===== config.mk =====
export PLATFORM = sky130hd
export DESIGN_NAME = binary_to_gray_counter
export DESIGN_NICKNAME = d
export VERILOG_FILES = /design/src/rtl/binary_to_gray_counter.sv
export SDC_FILE = /design/constraint.sdc
export NUM_CORES = 1
export LEC_CHECK = 0
export CAP_MARGIN = 20
export CORE_ASPECT_RATIO = 1.1
export CORE_MARGIN = 8
export CORE_UTILIZATION = 29
export DETAILED_ROUTE_END_ITERATION = 10
export PLACE_DENSITY = 0.52
export SETUP_SLACK_MARGIN = 0.5
export SLEW_MARGIN = 20
export SYNTH_ARGS = -nofsm -noshare
export SYNTH_HDL_FRONTEND = slang
export SYNTH_SLANG_ARGS = --single-unit

===== constraint.sdc =====
create_clock -name clk -period 2.1 [get_ports clk]
set_clock_uncertainty 0.05 [all_clocks]
set_input_delay 0.21 -clock clk [delete_from_list [all_inputs] [get_ports clk]]
set_output_delay 0.21 -clock clk [all_outputs]
set_load 0.01 [all_outputs]

===== src/rtl/binary_to_gray_counter.sv =====
// Up/down binary counter with registered reflected-Gray output and a one-cycle wrap pulse.
// Gray is encoded from the next count so bin and gray always describe the same value.
module binary_to_gray_counter #(
  parameter int WIDTH = 4
) (
  input  logic             clk,
  input  logic             rst_n,
  input  logic             en,
  input  logic             up,
  input  logic             load,
  input  logic [WIDTH-1:0] load_bin,
  output logic [WIDTH-1:0] bin,
  output logic [WIDTH-1:0] gray,
  output logic             wrap
);

  localparam logic [WIDTH-1:0] CNT_ONE  = {{(WIDTH-1){1'b0}}, 1'b1};
  localparam logic [WIDTH-1:0] CNT_ZERO = '0;

  logic [WIDTH-1:0] cnt;
  logic [WIDTH-1:0] cnt_nxt;
  logic             wrap_nxt;

  function automatic logic [WIDTH-1:0] encode(input logic [WIDTH-1:0] b);
    return b ^ (b >> 1);
  endfunction

  // Load beats counting; wrap only flags a genuine modulo step.
  always_comb begin
    cnt_nxt  = cnt;
    wrap_nxt = 1'b0;
    if (load) begin
      cnt_nxt = load_bin;
    end else if (en) begin
      if (up) begin
        cnt_nxt  = cnt + CNT_ONE;
        wrap_nxt = &cnt;
      end else begin
        cnt_nxt  = cnt - CNT_ONE;
        wrap_nxt = ~|cnt;
      end
    end
  end

  always_ff @(posedge clk) begin
    if (!rst_n) begin
      cnt  <= CNT_ZERO;
      gray <= CNT_ZERO;
      wrap <= 1'b0;
    end else begin
      cnt  <= cnt_nxt;
      gray <= encode(cnt_nxt);
      wrap <= wrap_nxt;
    end
  end

  assign bin = cnt;

endmodule


* Yosys cells after proc, flatten, opt, wreduce, memory -nomap -nowiden
Index checks and enable logic that the tools add are counted.
** Cells by class
- Add/subtract/negate cells :: 2
- Mux-type cells :: 4
- Bitwise operators :: 3
- Reductions and logical operators :: 4
** Operator list (number)
- 4-bit 2-to-1 mux :: 3
- 4-bit by 1-bit adder with 4-bit output, second input constant :: 1
- 4-bit AND reduction :: 1
- 4-bit OR reduction :: 1
- 4-bit by 1-bit subtractor with 4-bit output, second input constant :: 1
- 4-bit by 3-bit XOR with 4-bit output :: 1
- 3-bit OR reduction :: 1
- 1-bit NOT :: 2
- 1-bit zero test :: 1
- 1-bit 2-to-1 mux :: 1
** Word-level totals
- Flip-flop bits (word level) :: 9
- Input bits :: 9
- Output and inout bits :: 9
- Word-level logic and storage cells :: 16

* Logic depth before layout (Yosys ltp)
- Depth after elaboration :: 5
- Gate-level depth with buffers :: 6
- Mapped depth without buffers :: 6

* Worst setup path before layout
Ideal clock, no wire load.
- Kind :: register to register
- From :: register cnt[0] (netlist: bin[0])
- To :: register gray[1]
- Data arrival time :: 1669 ps
- Setup slack :: 311 ps
- Stages on the path, launching flop included :: 6
- Cells stage by stage :: dfxtp_1 fa_1 mux2_2 mux2i_1 o21ai_0 a21oi_1
** Between the ends
- Cells in the longest elaborated chain, start to end :: 5
** RTL lines
- from (decl) :: RTL line 20 : logic [WIDTH-1:0] cnt;
- from (signal assigned) :: RTL line 51 : cnt <= cnt_nxt;
- 4-bit by 1-bit subtractor with 4-bit output or 4-bit by 1-bit adder with 4-bit output (tied branches) :: RTL line 39, 36
- 4-bit 2-to-1 mux * :: RTL line 35 : if (up) begin
- 4-bit 2-to-1 mux * :: RTL line 34 : end else if (en) begin
- 4-bit 2-to-1 mux * :: RTL line 32 : if (load) begin
- 4-bit by 3-bit XOR with 4-bit output * :: RTL line 25 : return b ^ (b >> 1);
- to (signal assigned) :: RTL line 52 : gray <= encode(cnt_nxt);
- to (decl) :: RTL line 13 : output logic [WIDTH-1:0] gray,
Every way passes the cells marked *; elsewhere a longest branch is shown, timed or not.
A chain may end at the register's enable or synchronous reset.

* Worst setup path in the final report
Same ends and word-level chain as after synthesis.

==> flow_summary.rst <==
.. list-table::
   :header-rows: 1

   * - Metric
     - Value
   * - Outcome
     - finished clean
   * - Remaining antenna violation count
     - 0
   * - Antenna cell count
     - 0
   * - Final critical-path required period
     - 1.76 ns
   * - Crit path max-delay cell type
     - fa_1
   * - Number of levels the H-tree was split into
     - 1
   * - Syn avg cell area
     - 9.13 µm²
   * - Worst voltage drop across the vdd grid
     - 0.437 mV
   * - Final Hold Viols
     - 0
   * - Leak
     - 0.000373 µW
   * - Netlist area before placement
     - 493 µm²
   * - Area after detailed placement
     - 713 µm²
   * - Data required, critical path
     - 2.25 ns
   * - DR DRC count
     - 0
   * - Post-CTS clock slew at the launch and capture registers of the worst setup and hold paths
     - 0.06 ns
   * - Final Routed Wirelength
     - 1330 µm
   * - Area enclosed by the die boundary
     - 3280 µm²
   * - Routed wire per std cell
     - 13.4 µm
   * - Worst slew pin tran
     - 0.312 ns
   * - Ordered cell list for the critical path
     - fa_1, mux2_2, mux2i_1, buf_4, or3_4, a21oi_2
   * - Main synth FF type
     - dfxtp_1
   * - Final max-slew violation count
     - 0
   * - Sinks on Clock Net
     - 8
   * - Final design instance area without fill
     - 801 µm²
   * - Drt pass-1 iters
     - 2
   * - Crit end category
     - register
   * - TritonCTS clock tree
     - built
   * - Post-synthesis sequential element count
     - 8
   * - Number of vias per cell
     - 5.03
   * - Number of synthesized flops with an enable pin
     - 0
   * - Routed via count
     - 498
   * - Worst Hold Path Cells
     - 3
   * - Type of origin of the critical path
     - register
   * - Fraction of final layout cells sized beyond drive strength 1
     - 0.280
   * - Global placement routability congestion
     - 0.715
   * - Synthesized instance count
     - 54
   * - Warnings from Yosys
     - 0
   * - Remaining global-route overflow
     - 0
   * - FMAX
     - 567 MHz
   * - Crit Path Max Fanout
     - 4
   * - Max-cap violations
     - 0
   * - Setup repair after global routing missed its margin
     - true
   * - Number of cells traversed by the worst register-to-register path
     - 6
   * - Starting Density
     - 0.313
   * - Total routing usage reported by global routing
     - 0.0853
   * - Tightest slew margin relative to the limit
     - 0.792
   * - Sequential share of the synthesized area
     - 0.325
   * - Maximum number of pins on one net before global-route repair
     - 11
   * - Core Region
     - 1580 µm²
   * - Iter 0 DRT Violations
     - 5
   * - Detailed-placement wirelength estimate
     - 911 µm
   * - Die height
     - 59.2 µm
   * - Setup TNS
     - 0 ns
   * - Count of cell types in the netlist
     - 32
   * - Power Dens Cells
     - 606 nW/µm²
   * - Arrival @ worst endpoint
     - 1.91 ns
   * - Post-synthesis net count
     - 66
   * - Ports
     - 18
   * - Final net count
     - 95
   * - Crit-path max cell delay
     - 0.50 ns
   * - Fillers
     - 173
   * - Skew-Pair Late Insertion Delay
     - 0.27 ns
   * - Initial antenna violation count
     - 0
   * - Number of buffers created by CTS
     - 3
   * - Root Driver
     - clkbuf_4
   * - Path category of the worst min-delay check
     - input pin to register
   * - Number of global-route vias before repair
     - 520
   * - # setup viols final
     - 0
   * - Final worst path period share
     - 0.840
   * - Share of async-settable or async-resettable flops after synthesis
     - 0
   * - Port-buffer cells
     - 17
   * - Setup Crit Path Kind
     - register to register
   * - Global-route wire length before repair
     - 2240 µm
   * - Post-synthesis to final-layout area growth
     - 62.4%
   * - Clk buf depth
     - 2
   * - Die Span X
     - 55.3 µm
   * - Row count
     - 15
==> per-stage QoR <==
stage | worst slack [ns] | hold slack, ns | power, µW | std cells | utilization
final | 0.336 | 0.288 | 485 | 99 | 0.508
after global routing | 0.273 | 0.324 | 517 | 99 | 0.508
after CTS | 0.334 | 0.493 | 476 | 96 | 0.481
after detailed placement | -0.154 | 0.637 | 338 | 90 | 0.452
after floorplan | 0.408 | 0.285 | 268 | 54 | -
after global placement | -0.142 | 0.628 | 338 | 90 | 0.452
==> per-layer routing <==
layer / vias up / track usage / part of all wire
met5: - / 0 / 0
met4: 0 / 0.0317 / 0
met3: 0 / 0.0536 / 0.071
met2: 12 / 0.149 / 0.49
met1: 230 / 0.0795 / 0.44
li1: 256 / - / -
==> cell usage after synthesis, types with 2 or more instances <==
library cell | count | area share
dfxtp_1 | 8 | 0.32
nor2_1 | 6 | 0.046
a21oi_1 | 3 | 0.030
inv_1 | 3 | 0.023
buf_4 | 2 | 0.030
ha_1 | 2 | 0.051
mux2i_1 | 2 | 0.041
nand2_1 | 2 | 0.015
nor3_1 | 2 | 0.020
xnor2_1 | 2 | 0.036
==> worst paths after layout <==
kind / start / to / slack, ns
max: bin[0] / gray[1] / 0.34
min: load / wrap / 0.29
max reg2reg: bin[0] / gray[1] / 0.34
min reg2reg: gray[3] / gray[3] / 0.62
==> layout by cell type, fill, tap and decap left out, types with 2 or more instances in the layout <==
cell type / synthesis / final
nand2_1: 2 / 2
mux2i_1: 2 / 2
clkbuf_4: 0 / 3
a21oi_1: 3 / 2
xnor2_1: 2 / 2
dfxtp_1: 8 / 5
nor2_1: 6 / 6
dfxtp_4: 0 / 3
ha_1: 2 / 2
nor3_1: 2 / 2
clkdlybuf4s50_1: 0 / 13
buf_4: 2 / 9
inv_1: 3 / 2
dlymetal6s2s_1: 0 / 3
==> where the power goes <==
part	internal, µW	switching, µW
clock network	73.3	61.6
registers	167	9.96
logic	101	72.3
==> worst max-delay path, delay by kind of cell (launching register included) <==
| kind | cells | cell delay (ns) |
|---|---|---|
| adders and majority gates | 1 | 0.50 |
| and+or+nand+nor | 1 | 0.36 |
| DFF | 1 | 0.34 |
| muxes | 2 | 0.20 |
| buffers and inverters | 1 | 0.15 |
| AOI/OAI and AO/OA | 1 | 0.11 |
==> final cells by class <==
cell class | count | area, µm² | area share
clock buffers | 4 | 26.3 | 0.0328
inverters | 3 | 11.3 | 0.0141
multi-input cells | 40 | 315 | 0.394
flip-flops and latches | 8 | 171 | 0.214
well taps | 17 | 21.3 | 0.0266
repair buffers | 27 | 255 | 0.319
==> flip-flops by register name, summed over array words and instances, names as in the netlist <==
signal,count
gray,4
bin,3
wrap,1
==> kinds of logic after synthesis <==
family	Yosys count	synth area share
and+or+nand+nor	19	0.221
AOI/OAI and AO/OA	11	0.152
DFF	8	0.325
buffers and inverters	6	0.0634
muxes	4	0.0939
xor gates and xnor gates	3	0.0533
adders and majority gates	3	0.0914
==> timing repair <==
| action | in CTS | in global routing |
|---|---|---|
| setup endpoints to repair | 6 | 4 |
| setup buffers | 2 | 3 |
| hold endpoints to repair | 0 | 0 |
| gates resized for setup | 4 | 6 |
| pin swaps | 5 | 3 |
| hold buffers | 0 | 0 |
| cloned | 0 | 0 |
No activity file was read; power rests on OpenSTA's default activity.
==> RTL change 1 (config.mk and constraints unchanged) <==
Remove the register `wrap`: a continuous assignment takes its place, so the output `wrap` follows one clock earlier. Comments in the files are not updated.
--- a/src/rtl/binary_to_gray_counter.sv
+++ b/src/rtl/binary_to_gray_counter.sv
@@ -48,3 +48,2 @@
       gray <= CNT_ZERO;
-      wrap <= 1'b0;
     end else begin
@@ -52,5 +51,6 @@
       gray <= encode(cnt_nxt);
-      wrap <= wrap_nxt;
     end
   end
+
+  assign wrap = wrap_nxt;
 
Formal check against the unedited RTL: not equivalent (a bounded check fails within 4 cycles, from zero or initial values and one cycle with rst_n low).
==> RTL change 1 against the original RTL <==
  * Design area fell by 0.78%
  * Combinational power rose by 6%
  * Wire length fell by 4.8%
  * Sequential power fell by 9%
  * Global-route usage rose by 0.48 points
  * Fmax fell by 0.98%
  * Synthesized area fell by 3.8%
  * Total power fell by 3.7%
  * Setup slack got worse by 0.017 ns
  * Count of clock-buffer cells in the layout did not move
  * Sequential cell count fell by 1
==> RTL change 1: results (changes against the original RTL) <==
[worst_hold_path]
hold_depth = 2  ; was 3
hp-start = rst_n  ; was load
whs_endpoint = bin[2]  ; was wrap

[finish]
final_layout_size_suffix_gt1_share_pct = 31.2  ; was 28.0%
area_growth_pct = 67.5  ; was 62.4%
nets = 90  ; was 95
fillers = 155  ; was 173

[synth]
synth_nets = 64  ; was 66
yosysSeqAreaShare_pct = 29.6  ; was 32.5%
yosys-top-cells-area = dfxtp_1 30%, ha_1 5.3%, nor2_1 4.7%  ; was dfxtp_1 32%, ha_1 5.1%, nor2_1 4.6%
yosys-top-cells-count = 7 x dfxtp_1, 6 x nor2_1, 3 x inv_1  ; was 8 x dfxtp_1, 6 x nor2_1, 3 x a21oi_1, 3 x inv_1
synthXorXnorAreaFrac_pct = 5.54  ; was 5.33%
synthMuxAreaShare_pct = 9.76  ; was 9.39%
synth_compound_area_share_pct = 16.1  ; was 15.2%

[placed_design]
place_inst = 89  ; was 90
hpwl_um = 956  ; was 911 µm
placed_area_um2 = 709  ; was 713 µm²
dp_slack_ns = -0.251  ; was -0.154 ns

[cts]
htree_levels = 1  ; unchanged
cts_buffer_depth = 2  ; unchanged
clock_latency_ns = 0.25  ; was 0.27 ns

[grt]
grt_usage_pct = 9.01  ; was 8.53%
grt_pass1_wl_um = 2180  ; was 2240 µm

[detailed_routing]
wire_per_inst_um = 13.5  ; was 13.4 µm
vias = 460  ; was 498
vias_per_cell = 4.89  ; was 5.03
drt_iter0_drc = 7  ; was 5

[power_and_ir_drop]
peakVddDrop_uv = 280  ; was 437 µV
power.leakage_nw = 0.348  ; was 0.373 nW

[critical_path]
endpoint = wrap  ; was gray[1]
crit_fanout = 2  ; was 4
cp_data_arrival_time_ns = 1.52  ; was 1.91 ns
crit_slowest_cell = or4_1  ; was fa_1

[sta]
hold_ws_ns = 0.510  ; was 0.288 ns
min_period_ns = 1.78  ; was 1.76 ns
worst_pin_slew_ns = 0.214  ; was 0.312 ns

[outcome]
status = complete, no violations  ; unchanged

RTL change 1: logic make-up after synthesis:
group | Yosys count
AO/OA/AOI/OAI | 11
XOR/XNOR | 3
adder cells (fa/ha/maj) | 3
buffers and inverters | 6
flip-flops | 7
multiplexers | 4
AND/OR/NAND/NOR | 18
RTL change 1: area by class of cell:
| cell class | count | area share (%) |
|---|---|---|
| Multi-Input combinational cell | 39 | 46.1 |
| Clock buffer | 4 | 3.31 |
| Tap cell | 17 | 2.68 |
| Sequential cell | 7 | 18.4 |
| Inverter | 3 | 1.73 |
| Timing Repair Buffer | 24 | 27.7 |
RTL change 1: layer usage:
metal | vias up | part of all wire [%] | GRT usage (%) | wire length (µm)
met4 | 0 | 0 | 2.11 | 0
met5 | - | 0 | 0 | 0
met1 | 210 | 46 | 10.6 | 580
met2 | 10 | 51 | 15.1 | 642
li1 | 240 | - | - | -
met3 | 0 | 3.4 | 3.02 | 43
RTL change 1: worst max-delay path, delay by kind of cell (launching register included):
family / cells / cell delay, ns
compound gates: 1 / 0.05
simple gates: 3 / 0.76
flops: 1 / 0.31
buf+inv: 1 / 0.16
RTL change 1: timing repair:
| item | CTS | global route |
|---|---|---|
| gates resized for setup | 14 | 3 |
| gates cloned | 0 | 0 |
| buffers inserted | 1 | 0 |
| pin swaps | 7 | 1 |
| setup endpoints to repair | 7 | 7 |
RTL change 1: power by group through the flow:
stage	Clock (mW)	Sequential (mW)	Combinational, mW
floorplan	0	0.171	0.0818
global placement	0	0.164	0.159
detailed placement	0	0.164	0.162
CTS	0.126	0.162	0.176
global route	0.138	0.164	0.201
finish	0.122	0.161	0.184
==> RTL change 2 (same flow settings) <==
Made on the original files. The parameter `WIDTH` goes from 4 to 6.
--- a/src/rtl/binary_to_gray_counter.sv
+++ b/src/rtl/binary_to_gray_counter.sv
@@ -3,3 +3,3 @@
 module binary_to_gray_counter #(
-  parameter int WIDTH = 4
+  parameter int WIDTH = 6
 ) (
Interface: changed (resized bin, gray and load_bin); port bits go from 18 to 24. The function was not compared with the original's and may differ.
==> RTL change 2 against the original RTL <==
  * Non-clock buffer count increased by 9
  * Setup slack got worse by 0.069 ns
  * Critical path depth increased by 1
  * Sequential cell count increased by 4
  * Design area increased by 51%
  * First-iteration DRC count increased by 20%
  * Wire length increased by 49%
  * Via count increased by 42%
  * Total power increased by 54%
  * Synthesized area increased by 46%
  * Critical endpoint is now gray[4]
  * Largest cell class unchanged
  * Largest power group is now combinational cells
  * Highest routed layer is now met4
==> RTL change 2: results (changes against the original RTL) <==
[grt]
grt_pass1_wl_um = 3260  ; was 2240 µm
grt_pass1_vias = 711  ; was 520
grt_usage_pct = 9.48  ; was 8.53%
grt_max_degree = 12  ; was 11
use_met3_pct = 2.62  ; was 5.36%
grt_use_met2_pct = 15.6  ; was 14.9%
use_met1_pct = 11.2  ; was 7.95%

[sta]
worst_pin_slew_ns = 0.305  ; was 0.312 ns

[finish]
largest_register_ffs = 6  ; was 4
design.seq.count = 12  ; was 8
regArea_um2 = 251  ; was 171 µm²
buf_share_pct = 27.0  ; was 31.9%
fillers = 248  ; was 173
final_layout_size_suffix_gt1_share_pct = 36.1  ; was 28.0%
num-nonclk-inverters = 4  ; was 3
nets = 139  ; was 95
clockNetworkAreaShare_pct = 3.00  ; was 3.28%
multi_input_area_um2 = 542  ; was 315 µm²
nNonClkBuffers = 36  ; was 27

[critical_path]
crit_fanout = 3  ; was 4
crit_slowest_cell = dfxtp_4  ; was fa_1
cpPeakStageDelay_ns = 0.38  ; was 0.50 ns
cpLargestDelayFamily = multiplexers  ; was adder cells
cp_data_arrival_time_ns = 1.95  ; was 1.91 ns

[synth]
yosys-top-cells-area = dfxtp_1 33%, nor2_1 9.4%, xnor2_1 7.3%  ; was dfxtp_1 32%, ha_1 5.1%, nor2_1 4.6%
synthAdderAreaFrac_pct = 9.72  ; was 9.14%
synthXorXnorAreaFrac_pct = 9.72  ; was 5.33%
synth_nets = 102  ; was 66
synthMuxAreaShare_pct = 5.90  ; was 9.39%
yosysSeqAreaShare_pct = 33.3  ; was 32.5%
yosys-top-cells-count = 18 x nor2_1, 12 x dfxtp_1, 7 x a21oi_1  ; was 8 x dfxtp_1, 6 x nor2_1, 3 x a21oi_1, 3 x inv_1
synth_cell_types = 29  ; was 32

[power_and_ir_drop]
power_combinational_uw = 296  ; was 173 µW
pg_seq_uw = 268  ; was 177 µW
peakVddDrop_uv = 491  ; was 437 µV
p_sw_uw = 224  ; was 144 µW
power.leakage_nw = 0.501  ; was 0.373 nW

[detailed_routing]
vias_per_cell = 4.61  ; was 5.03
wl_met2_um = 1020  ; was 646 µm
dr.pass1.iters = 4  ; was 2
drt_iter0_drc = 6  ; was 5
m1WireLength_um = 832  ; was 589 µm
top_layer = met4  ; was met3

[cts]
htree_levels = 1  ; unchanged
root_buffer = clkbuf_4  ; unchanged
clkTransAtPathRegs_ns = 0.08  ; was 0.06 ns

[placed_design]
hpwl_um = 1540  ; was 911 µm
portBuffers = 23  ; was 17
dp_slack_ns = -0.221  ; was -0.154 ns

[outcome]
status = complete, no violations  ; unchanged

-- RTL change 2: changes by cell type after synthesis, moves of 4 or more --
cell     delta
xnor2_1     +4
nor2_1     +12
dfxtp_1     +4
a21oi_1     +4
-- RTL change 2: stage by stage --
step	power (mW)	utilization (%)	cells	hold WS (ns)	instance area, µm²
finish	0.745	49.9	153	0.491	1210
global route	0.792	49.9	153	0.505	1210
CTS	0.732	47.7	153	0.485	1160
detailed placement	0.534	44.1	145	0.642	1070
global placement	0.534	44.1	145	0.644	1070
floorplan	0.419	-	86	0.301	757
-- RTL change 2: path summary, 6_finish.rpt --
check,start,end,slack [ns],cells after the start
worst min register to register,gray[5],gray[5],0.66,3
worst max register to register,bin[1],gray[4],0.27,7
worst min-delay path,rst_n,wrap,0.49,2
worst max-delay path,bin[1],gray[4],0.27,7
-- RTL change 2: repair_timing --
item,CTS,global route
buffers inserted,4,0
resized for setup,8,10
pin swaps,9,6
setup endpoints to repair,10,12
